## config.mk

```make
export PLATFORM = sky130hd
export DESIGN_NAME = uart_reg_bridge_flat
export DESIGN_NICKNAME = d
export VERILOG_FILES = /design/src/rtl/uart_reg_bridge_if.sv /design/src/rtl/uart_reg_bridge.sv /design/src/flat_wrapper.sv
export SDC_FILE = /design/constraint.sdc
export NUM_CORES = 1
export LEC_CHECK = 0
export ABC_AREA = 1
export CAP_MARGIN = 30
export CORE_MARGIN = 1
export CORE_UTILIZATION = 40
export DETAILED_ROUTE_END_ITERATION = 7
export PLACE_DENSITY = 0.74
export SLEW_MARGIN = 40
export SYNTH_ARGS = -nofsm -noshare
export SYNTH_HDL_FRONTEND = slang
export SYNTH_SLANG_ARGS = --single-unit
```

## constraint.sdc

```tcl
create_clock -name i_clk -period 2.4 [get_ports i_clk]
set_clock_uncertainty 0.1 [all_clocks]
set_input_delay 0.24 -clock i_clk [delete_from_list [all_inputs] [get_ports i_clk]]
set_output_delay 0.24 -clock i_clk [all_outputs]
set_load 0.01 [all_outputs]
```

## src/rtl/uart_reg_bridge_if.sv

```systemverilog
// Byte-stream and register-bus signals between uart_reg_bridge (bus master)
// and its environment (UART rx/tx plus register map).
interface uart_reg_bridge_if;
   logic [7:0]  i_rx_data;
   logic        i_rx_valid;
   logic [7:0]  o_tx_data;
   logic        o_tx_valid;
   logic        i_tx_ready;
   logic [15:0] o_addr;
   logic [15:0] o_wdata;
   logic        o_wen;
   logic [15:0] i_q;
   logic        o_busy;
   logic        o_err_timeout;
   logic        o_err_drop;

   modport master (
      input  i_rx_data, i_rx_valid, i_tx_ready, i_q,
      output o_tx_data, o_tx_valid, o_addr, o_wdata, o_wen,
             o_busy, o_err_timeout, o_err_drop
   );

   modport slave (
      output i_rx_data, i_rx_valid, i_tx_ready, i_q,
      input  o_tx_data, o_tx_valid, o_addr, o_wdata, o_wen,
             o_busy, o_err_timeout, o_err_drop
   );
endinterface

```

## src/rtl/uart_reg_bridge.sv

```systemverilog
// Host command parser: decodes 'W'/'R' byte frames into single 16-bit register
// bus writes/reads and returns an ACK byte or the two read-data bytes.
module uart_reg_bridge #(
   parameter int unsigned TIMEOUT_CYCLES = 270000,
   parameter int unsigned READ_WAIT      = 2,
   parameter logic [7:0]  CMD_WR         = 8'h57,
   parameter logic [7:0]  CMD_RD         = 8'h52,
   parameter logic [7:0]  ACK_BYTE       = 8'h4B
) (
   input  logic             i_clk,
   input  logic             i_rst_n,
   uart_reg_bridge_if.master bus
);

   localparam int unsigned     TO_W    = $clog2(TIMEOUT_CYCLES + 1);
   localparam logic [TO_W-1:0] TO_LAST = TO_W'(TIMEOUT_CYCLES - 1);
   localparam logic [3:0]      RW_LAST = 4'(READ_WAIT - 1);

   typedef enum logic [3:0] {
      IDLE    = 4'd0,
      ADDR_HI = 4'd1,
      ADDR_LO = 4'd2,
      DATA_HI = 4'd3,
      DATA_LO = 4'd4,
      WRITE   = 4'd5,
      RD_WAIT = 4'd6,
      TX_ACK  = 4'd7,
      TX_HI   = 4'd8,
      TX_LO   = 4'd9
   } state_t;

   state_t          state_r;
   logic            is_wr_r;
   logic [7:0]      addr_hi_r;
   logic [7:0]      wdata_hi_r;
   logic [15:0]     rd_buf_r;
   logic [3:0]      wait_cnt_r;
   logic [TO_W-1:0] to_cnt_r;
   logic [15:0]     addr_r;
   logic [15:0]     wdata_r;
   logic            wen_r;
   logic [7:0]      tx_data_r;
   logic            tx_valid_r;
   logic            busy_r;
   logic            err_timeout_r;
   logic            err_drop_r;

   logic            frame_state_s;
   logic            drop_state_s;
   logic            tx_xfer_s;

   assign tx_xfer_s = tx_valid_r & bus.i_tx_ready;

   // Classify the current state: collecting frame bytes, or unable to take bytes.
   always_comb begin
      frame_state_s = 1'b0;
      drop_state_s  = 1'b0;
      case (state_r)
         ADDR_HI, ADDR_LO, DATA_HI, DATA_LO: frame_state_s = 1'b1;
         WRITE, RD_WAIT, TX_ACK, TX_HI, TX_LO: drop_state_s = 1'b1;
         default: begin
            frame_state_s = 1'b0;
            drop_state_s  = 1'b0;
         end
      endcase
   end

   // Frame FSM with all bus, tx and status outputs registered.
   always_ff @(posedge i_clk or negedge i_rst_n) begin
      if (!i_rst_n) begin
         state_r       <= IDLE;
         is_wr_r       <= 1'b0;
         addr_hi_r     <= 8'h00;
         wdata_hi_r    <= 8'h00;
         rd_buf_r      <= 16'h0000;
         wait_cnt_r    <= 4'd0;
         to_cnt_r      <= {TO_W{1'b0}};
         addr_r        <= 16'h0000;
         wdata_r       <= 16'h0000;
         wen_r         <= 1'b0;
         tx_data_r     <= 8'h00;
         tx_valid_r    <= 1'b0;
         busy_r        <= 1'b0;
         err_timeout_r <= 1'b0;
         err_drop_r    <= 1'b0;
      end else begin
         wen_r         <= 1'b0;
         err_timeout_r <= 1'b0;
         if (frame_state_s && !bus.i_rx_valid) begin
            if (to_cnt_r == TO_LAST) begin
               state_r       <= IDLE;
               busy_r        <= 1'b0;
               err_timeout_r <= 1'b1;
               to_cnt_r      <= {TO_W{1'b0}};
            end else begin
               to_cnt_r <= to_cnt_r + 1'b1;
            end
         end else begin
            // Frame-collecting states only reach here with a byte present.
            case (state_r)
               IDLE: begin
                  if (bus.i_rx_valid &&
                      (bus.i_rx_data == CMD_WR || bus.i_rx_data == CMD_RD)) begin
                     is_wr_r  <= (bus.i_rx_data == CMD_WR);
                     to_cnt_r <= {TO_W{1'b0}};
                     busy_r   <= 1'b1;
                     state_r  <= ADDR_HI;
                  end
               end
               ADDR_HI: begin
                  addr_hi_r <= bus.i_rx_data;
                  to_cnt_r  <= {TO_W{1'b0}};
                  state_r   <= ADDR_LO;
               end
               ADDR_LO: begin
                  addr_r     <= {addr_hi_r, bus.i_rx_data};
                  to_cnt_r   <= {TO_W{1'b0}};
                  wait_cnt_r <= 4'd0;
                  state_r    <= is_wr_r ? DATA_HI : RD_WAIT;
               end
               DATA_HI: begin
                  wdata_hi_r <= bus.i_rx_data;
                  to_cnt_r   <= {TO_W{1'b0}};
                  state_r    <= DATA_LO;
               end
               DATA_LO: begin
                  wdata_r  <= {wdata_hi_r, bus.i_rx_data};
                  to_cnt_r <= {TO_W{1'b0}};
                  wen_r    <= 1'b1;
                  state_r  <= WRITE;
               end
               WRITE: begin
                  tx_data_r  <= ACK_BYTE;
                  tx_valid_r <= 1'b1;
                  state_r    <= TX_ACK;
               end
               RD_WAIT: begin
                  if (wait_cnt_r == RW_LAST) begin
                     rd_buf_r   <= bus.i_q;
                     tx_data_r  <= bus.i_q[15:8];
                     tx_valid_r <= 1'b1;
                     wait_cnt_r <= 4'd0;
                     state_r    <= TX_HI;
                  end else begin
                     wait_cnt_r <= wait_cnt_r + 4'd1;
                  end
               end
               TX_ACK, TX_LO: begin
                  if (tx_xfer_s) begin
                     tx_valid_r <= 1'b0;
                     busy_r     <= 1'b0;
                     state_r    <= IDLE;
                  end
               end
               TX_HI: begin
                  if (tx_xfer_s) begin
                     tx_data_r <= rd_buf_r[7:0];
                     state_r   <= TX_LO;
                  end
               end
               default: begin
                  tx_valid_r <= 1'b0;
                  busy_r     <= 1'b0;
                  state_r    <= IDLE;
               end
            endcase
         end
         if (bus.i_rx_valid && drop_state_s) begin
            err_drop_r <= 1'b1;
         end
      end
   end

   assign bus.o_addr        = addr_r;
   assign bus.o_wdata       = wdata_r;
   assign bus.o_wen         = wen_r;
   assign bus.o_tx_data     = tx_data_r;
   assign bus.o_tx_valid    = tx_valid_r;
   assign bus.o_busy        = busy_r;
   assign bus.o_err_timeout = err_timeout_r;
   assign bus.o_err_drop    = err_drop_r;

endmodule

```

## src/flat_wrapper.sv

```systemverilog
// flat-port wrapper written by rule: the top's interface ports become plain ports
module uart_reg_bridge_flat 
#(
   parameter int unsigned TIMEOUT_CYCLES = 270000,
   parameter int unsigned READ_WAIT      = 2,
   parameter logic [7:0]  CMD_WR         = 8'h57,
   parameter logic [7:0]  CMD_RD         = 8'h52,
   parameter logic [7:0]  ACK_BYTE       = 8'h4B
)
  (i_clk, i_rst_n, bus_i_rx_data, bus_i_rx_valid, bus_i_tx_ready, bus_i_q, bus_o_tx_data, bus_o_tx_valid, bus_o_addr, bus_o_wdata, bus_o_wen, bus_o_busy, bus_o_err_timeout, bus_o_err_drop);
  uart_reg_bridge_if bus_i ();
  input  logic i_clk;
  input  logic i_rst_n;
  input wire logic [$bits(bus_i.i_rx_data)-1:0] bus_i_rx_data;
  input wire logic [$bits(bus_i.i_rx_valid)-1:0] bus_i_rx_valid;
  input wire logic [$bits(bus_i.i_tx_ready)-1:0] bus_i_tx_ready;
  input wire logic [$bits(bus_i.i_q)-1:0] bus_i_q;
  output wire logic [$bits(bus_i.o_tx_data)-1:0] bus_o_tx_data;
  output wire logic [$bits(bus_i.o_tx_valid)-1:0] bus_o_tx_valid;
  output wire logic [$bits(bus_i.o_addr)-1:0] bus_o_addr;
  output wire logic [$bits(bus_i.o_wdata)-1:0] bus_o_wdata;
  output wire logic [$bits(bus_i.o_wen)-1:0] bus_o_wen;
  output wire logic [$bits(bus_i.o_busy)-1:0] bus_o_busy;
  output wire logic [$bits(bus_i.o_err_timeout)-1:0] bus_o_err_timeout;
  output wire logic [$bits(bus_i.o_err_drop)-1:0] bus_o_err_drop;
  assign bus_i.i_rx_data = bus_i_rx_data;
  assign bus_i.i_rx_valid = bus_i_rx_valid;
  assign bus_i.i_tx_ready = bus_i_tx_ready;
  assign bus_i.i_q = bus_i_q;
  assign bus_o_tx_data = bus_i.o_tx_data;
  assign bus_o_tx_valid = bus_i.o_tx_valid;
  assign bus_o_addr = bus_i.o_addr;
  assign bus_o_wdata = bus_i.o_wdata;
  assign bus_o_wen = bus_i.o_wen;
  assign bus_o_busy = bus_i.o_busy;
  assign bus_o_err_timeout = bus_i.o_err_timeout;
  assign bus_o_err_drop = bus_i.o_err_drop;
  uart_reg_bridge #(.TIMEOUT_CYCLES(TIMEOUT_CYCLES), .READ_WAIT(READ_WAIT), .CMD_WR(CMD_WR), .CMD_RD(CMD_RD), .ACK_BYTE(ACK_BYTE)) u_core (.i_clk(i_clk), .i_rst_n(i_rst_n), .bus(bus_i));
endmodule
```

# == Word-level counts from Yosys, hierarchy flattened ==
# Index checks and enable logic that the tools add are counted.
# classes
addsub,2
eq_ne,22
muxes,30
n_bitwise,3
n_reduce_logical,26
# op_table
op,n
19-bit 2-to-1 mux,3
19-bit one-hot mux with 2 select lines,1
4-bit one-hot mux with 9 select lines,1
4-bit 2-to-1 mux,7
8-bit one-hot mux with 3 select lines,1
"19-bit by 1-bit adder with 19-bit output, second input constant",1
"19-bit == test, second input constant",1
"4-bit by 3-bit == test with 1-bit output, second input constant",4
"8-bit by 7-bit == test with 1-bit output, second input constant",2
8-bit 2-to-1 mux,2
"3-bit by 1-bit != test with 1-bit output, second input constant",4
2-bit AND reduction,6
4-bit AND reduction,3
1-bit 2-to-1 mux,11
"4-bit by 1-bit == test with 1-bit output, second input constant",2
"4-bit by 2-bit == test with 1-bit output, second input constant",2
"4-bit == test, second input constant",2
"2-bit by 1-bit != test with 1-bit output, second input constant",4
4-bit one-hot mux with 2 select lines,1
7-bit OR reduction,1
3-bit AND reduction,2
3-bit nonzero test,2
6-bit OR reduction,1
5-bit AND reduction,1
15 further kinds,18
# totals
register_bits,97
input_bits,28
output_inout_bits,45
word_cells,98

# == Longest topological paths before layout ==
# logic_depth
word_depth,6
depth_mapped,13
ltp_nobuf,11

# == Least setup slack after synthesis ==
# No wires, ideal clock.
# synth_timing
kind,register to register
start,register u_core.wait_cnt_r[1]
end,register u_core.tx_data_r[1] (netlist: u_core.bus.o_tx_data[1])
setup_time_ns,0.128
arrival_time_ns,1.457
required_time_ns,2.172
setup_slack_ns,0.715
path_stages_with_launch,9
path_buffers,1
period_less_slack_ns,1.685
path_cell_list,dfrtp_1 inv_1 ha_1 nor3b_1 or2_4 nand4_4 buf_8 nand2_1 o21ai_0
# synth_between
elab_chain_len,3
# synth_lines
item,line_no,rtl
"start, declared",uart_reg_bridge.sv:37,logic [3:0] wait_cnt_r;
"start signal, assigned",uart_reg_bridge.sv:145,wait_cnt_r <= wait_cnt_r + 4'd1;
4-bit by 1-bit == test with 1-bit output,uart_reg_bridge.sv:138,if (wait_cnt_r == RW_LAST) begin
2-bit by 1-bit != test with 1-bit output (no source line),n/a,
4-bit AND reduction (no source line),n/a,
"end signal, assigned",uart_reg_bridge.sv:140,tx_data_r <= bus.i_q[15:8];
"end signal, assigned",uart_reg_bridge.sv:157,tx_data_r <= rd_buf_r[7:0];
"end, declared",uart_reg_bridge.sv:42,logic [7:0] tx_data_r;
# No other way between the ends.
# A chain may end at the register's enable or synchronous reset.

# == Worst setup path in the final report ==
# layout_timing
start,register u_core.state_r[1]
end,register u_core.tx_data_r[0] (netlist: u_core.bus.o_tx_data[0])
# layout_between
elab_chain_len,6
word_cells_on_any_way,16
cone_classes,9 x eq/ne; 2 x mux; 1 x bitwise; 4 x reduce/logical
# layout_lines
item,line_no,rtl
"start, declared",uart_reg_bridge.sv:32,state_t state_r;
"start signal, assigned",uart_reg_bridge.sv:119,state_r <= is_wr_r ? DATA_HI : RD_WAIT;
4-bit by 1-bit == test with 1-bit output (tied with other cells),uart_reg_bridge.sv:58,case (state_r)
4-bit OR reduction (no source line),n/a,
1-bit 2-to-1 mux,uart_reg_bridge.sv:58,
1-bit logical AND,uart_reg_bridge.sv:89,if (frame_state_s && !bus.i_rx_valid) begin
1-bit NOT (no source line),n/a,
4-bit AND reduction (no source line),n/a,
# Parallel ways exist; a longest one is shown, timed or not.

==> impl_metrics.py <==
metrics = {
    "outcome": {
        "outcome": "finished, final reports clean",
    },
    "critical_path": {
        "arrival_ns": 2.26,
        "crit_slowest_cell": "dfrtp_1",
        "crit_fanout": 20,
        "max_stage_delay_ns": 0.48,
        "path_class": "reg2reg",
        "crit_path_cell_trace": "inv_1 > nand2_1 > nand2_1 > nand2_2 > nand2_2 > nand4_4 > o21ai_0",
        "cp-startpoint": "u_core.state_r[1]$_DFFE_PN0P_",
        "end_kind": "flop",
        "cp_data_required_time_ns": 2.55,
        "start_kind": "flop",
        "reg2reg_from": "u_core.state_r[1]$_DFFE_PN0P_",
    },
    "final_layout": {
        "area_delta_synth_final_pct": 25.1,
        "post-route-util_pct": 51.3,
        "final_nets": 661,
        "drive_gt1_share_pct": 8.50,
        "fill_cells": 1023,
        "antenna_cells": 0,
    },
    "sta": {
        "fin_crit_sh_pct": 87.8,
        "maxSlewViolCount": 0,
        "relSlewSlack_pct": 58.6,
        "setup-tns-final_ns": 0,
        "hold_viol": 0,
        "rsz0062_at_grt": "no",
        "max_freq_mhz": 474,
        "setup-violations-final": 0,
        "worst_pin_slew_ns": 0.621,
        "min_period_ns": 2.11,
    },
    "die": {
        "dieArea_sq_um": 12100,
        "die_w_um": 110,
        "rows": 39,
        "initial_core_util_pct": 41.0,
        "core_area_sq_um": 11400,
        "die_h_um": 110,
        "ios": 73,
    },
    "power": {
        "sw_frac_of_total_pct": 37.1,
        "p_comb_share_pct": 39.0,
        "power.internal_uw": 4230,
        "ir_drop_v": 0.000644,
        "p_leak_uw": 0.00269,
        "power_frac_seq_pct": 38.7,
        "pwr-share-clk_pct": 22.3,
        "p_per_area_nw_per_um2": 1150,
        "p_sw_uw": 2500,
    },
    "placement": {
        "gp_congestion": 0.938,
        "dp_hpwl_um": 7820,
        "port_buffers": 72,
    },
    "cts": {
        "post_cts_buffers": 0,
        "cts.root.buffer_cell": "clkbuf_16",
        "clk_latency_ns": 0.35,
        "cts-resized-gates": 0,
        "clock_path_buffers": 2,
        "h-tree-depth": 3,
        "cts_tree": "built",
        "clk_pin_slew_ns": 0.07,
        "hold_buffers": 1,
        "cts_sinks": 97,
        "numCtsBuffers": 9,
    },
    "drt": {
        "drt_pass1_iterations": 5,
        "route.detailed.drc": 0,
        "first_iter_violations": 240,
        "final_antenna_net_count": 0,
        "route.vias.total": 3946,
        "wl_per_cell_um": 13.9,
        "drt-total-wl_um": 10800,
        "avgViaCountPerCell": 5.07,
    },
    "yosys": {
        "syn_area_sq_um": 4660,
        "synth.avg_cell_area_sq_um": 8.38,
        "synth_enable_flop_cells": 0,
        "synth.area.top_cells": "dfrtp_1, nand2_1, o21ai_0",
        "synth_nets": 587,
        "synth_top_area_share_pct": 52.1,
        "yosys.area.top_type": "dfrtp_1",
        "synth_seq_area_share_pct": 52.1,
        "yosys_register_bits": 97,
        "async_reset_ff_share_pct": 100,
        "ys.flop_type": "dfrtp_1",
        "yosysUniqueCellTypes": 37,
        "yosys_warnings": 0,
        "synthCells": 556,
    },
    "global_routing": {
        "grt_start_max_net_pins": 49,
        "grt_use_met2_pct": 31.6,
        "track_usage_pct": 19.7,
        "grt_overflow": 0,
        "met3_usage_pct": 5.63,
        "busiest_layer": "met2",
        "grt_pass1_wl_um": 18300,
        "grt_pass1_vias": 3891,
        "use_met1_pct": 25.4,
        "antenna_found_initial": 0,
    },
    "run": {
        "cap_violations": 0,
    },
    "worst_hold_path": {
        "hold_path.class": "in2async",
    },
}
==> layout make-up <==
cell class / count / area [sq um] / area share, %
multi-input combinational: 397 / 1960 / 33.6
clock buffer: 10 / 239 / 4.10
sequential: 97 / 2430 / 41.6
timing repair buffer: 76 / 763 / 13.1
clock inverter: 6 / 73.8 / 1.27
inverter: 49 / 189 / 3.24
tap: 143 / 179 / 3.07
==> power by group through the flow <==
stage | Sequential, uW | Combinational (uW) | Clock (uW)
detailed placement | 2620 | 2620 | 0
global placement | 2600 | 2550 | 0
finish | 2610 | 2620 | 1500
CTS | 2610 | 2640 | 1520
global route | 2690 | 2930 | 1590
floorplan | 2690 | 1490 | 0
==> synthesized netlist by cell type, types with 5 or more instances <==
master	n
buf_2	7
nand3_1	31
nor2_1	49
a21oi_1	8
o31ai_1	6
nand2_2	8
o21ai_1	5
dfrtp_1	97
inv_1	45
mux2_2	5
o21ai_0	52
nand2_1	177
nand4_1	14
==> state kept, by name (all words and copies together), names as in the netlist <==
signal and cells:
u_core.to_cnt_r 19, u_core.bus.o_err_timeout 1, u_core.wait_cnt_r 4, u_core.state_r 4, u_core.bus.o_tx_data 8, u_core.addr_hi_r 8
u_core.bus.o_err_drop 1, u_core.is_wr_r 1, u_core.bus.o_addr 16, u_core.bus.o_tx_valid 1, u_core.bus.o_wdata 16, u_core.bus.o_busy 1
u_core.rd_buf_r 8, u_core.bus.o_wen 1, u_core.wdata_hi_r 8
==> stage by stage <==
step | total power [uW] | cell area, sq um | cells | setup slack, ns | hold WS [ns]
after floorplan | 4180 | 4660 | 556 | 0.715 | -0.156
after global placement | 5160 | 5510 | 761 | 0.345 | 0.198
after detailed placement | 5250 | 5510 | 761 | 0.275 | 0.208
after CTS | 6770 | 5830 | 778 | 0.305 | 0.366
after global routing | 7210 | 5830 | 778 | 0.113 | 0.396
final | 6730 | 5830 | 778 | 0.292 | 0.363
==> logic make-up (layout without fill, tap and decap cells) <==
family / count (synthesis) / count (layout) / share of synthesized area, %
adders and majority gates: 3 / 3 / 0.805
AOI/OAI and AO/OA: 84 / 84 / 10.3
muxes: 9 / 9 / 2.17
buffers and inverters: 62 / 141 / 5.85
and+or+nand+nor: 298 / 298 / 28.3
DFF: 97 / 97 / 52.1
xor gates and xnor gates: 3 / 3 / 0.564
==> layout by cell type (no fill, tap or decap), drive strengths merged <==
cell type	count
xor2	2
or2	2
mux2	9
clkdlybuf4s50	71
xnor2	1
nand2	188
bufinv	1
ha	3
clkinvlp	2
inv	51
buf	4
a21oi	8
o21bai	3
nor2	54
o21ai	61
nor3	4
nand3b	2
o31ai	6
nand3	32
clkinv	1
clkbuf	10
o2bb2ai	4
dlygate4sd3	1
nor3b	1
nand4	15
a21boi	1
a31o	1
dfrtp	97
==> layer usage <==
layer	vias up	routed length, um	part of all wire [%]
li1	1957	-	-
met1	1873	4770	44
met2	103	5140	48
met3	13	726	6.7
met4	0	165	1.5
met5	-	0	0
==> worst max-delay path, delay by kind of cell (launching register included) <==
| kind | cells | cell delay, ns |
|---|---|---|
| compound gates | 1 | 0.29 |
| buf+inv | 1 | 0.14 |
| flops | 1 | 0.48 |
| simple gates | 5 | 1.00 |
==> final timing paths <==
path                                                  endpoint  slack, ns  cells after the start
setup reg to reg           u_core.bus.o_tx_data[0]$_DFFE_PN0P_       0.29                      7
hold / removal                  u_core.to_cnt_r[8]$_DFFE_PN0P_       0.36                      2
min in group i_clk              u_core.rd_buf_r[2]$_DFFE_PN0P_       0.37                      3
max in group asynchronous     u_core.bus.o_addr[1]$_DFFE_PN0P_       1.19                      3
hold reg to reg             u_core.bus.o_wdata[12]$_DFFE_PN0P_       0.38                      2
setup / recovery           u_core.bus.o_tx_data[0]$_DFFE_PN0P_       0.29                      7
Note: power is estimated with default switching activity, not from simulation.
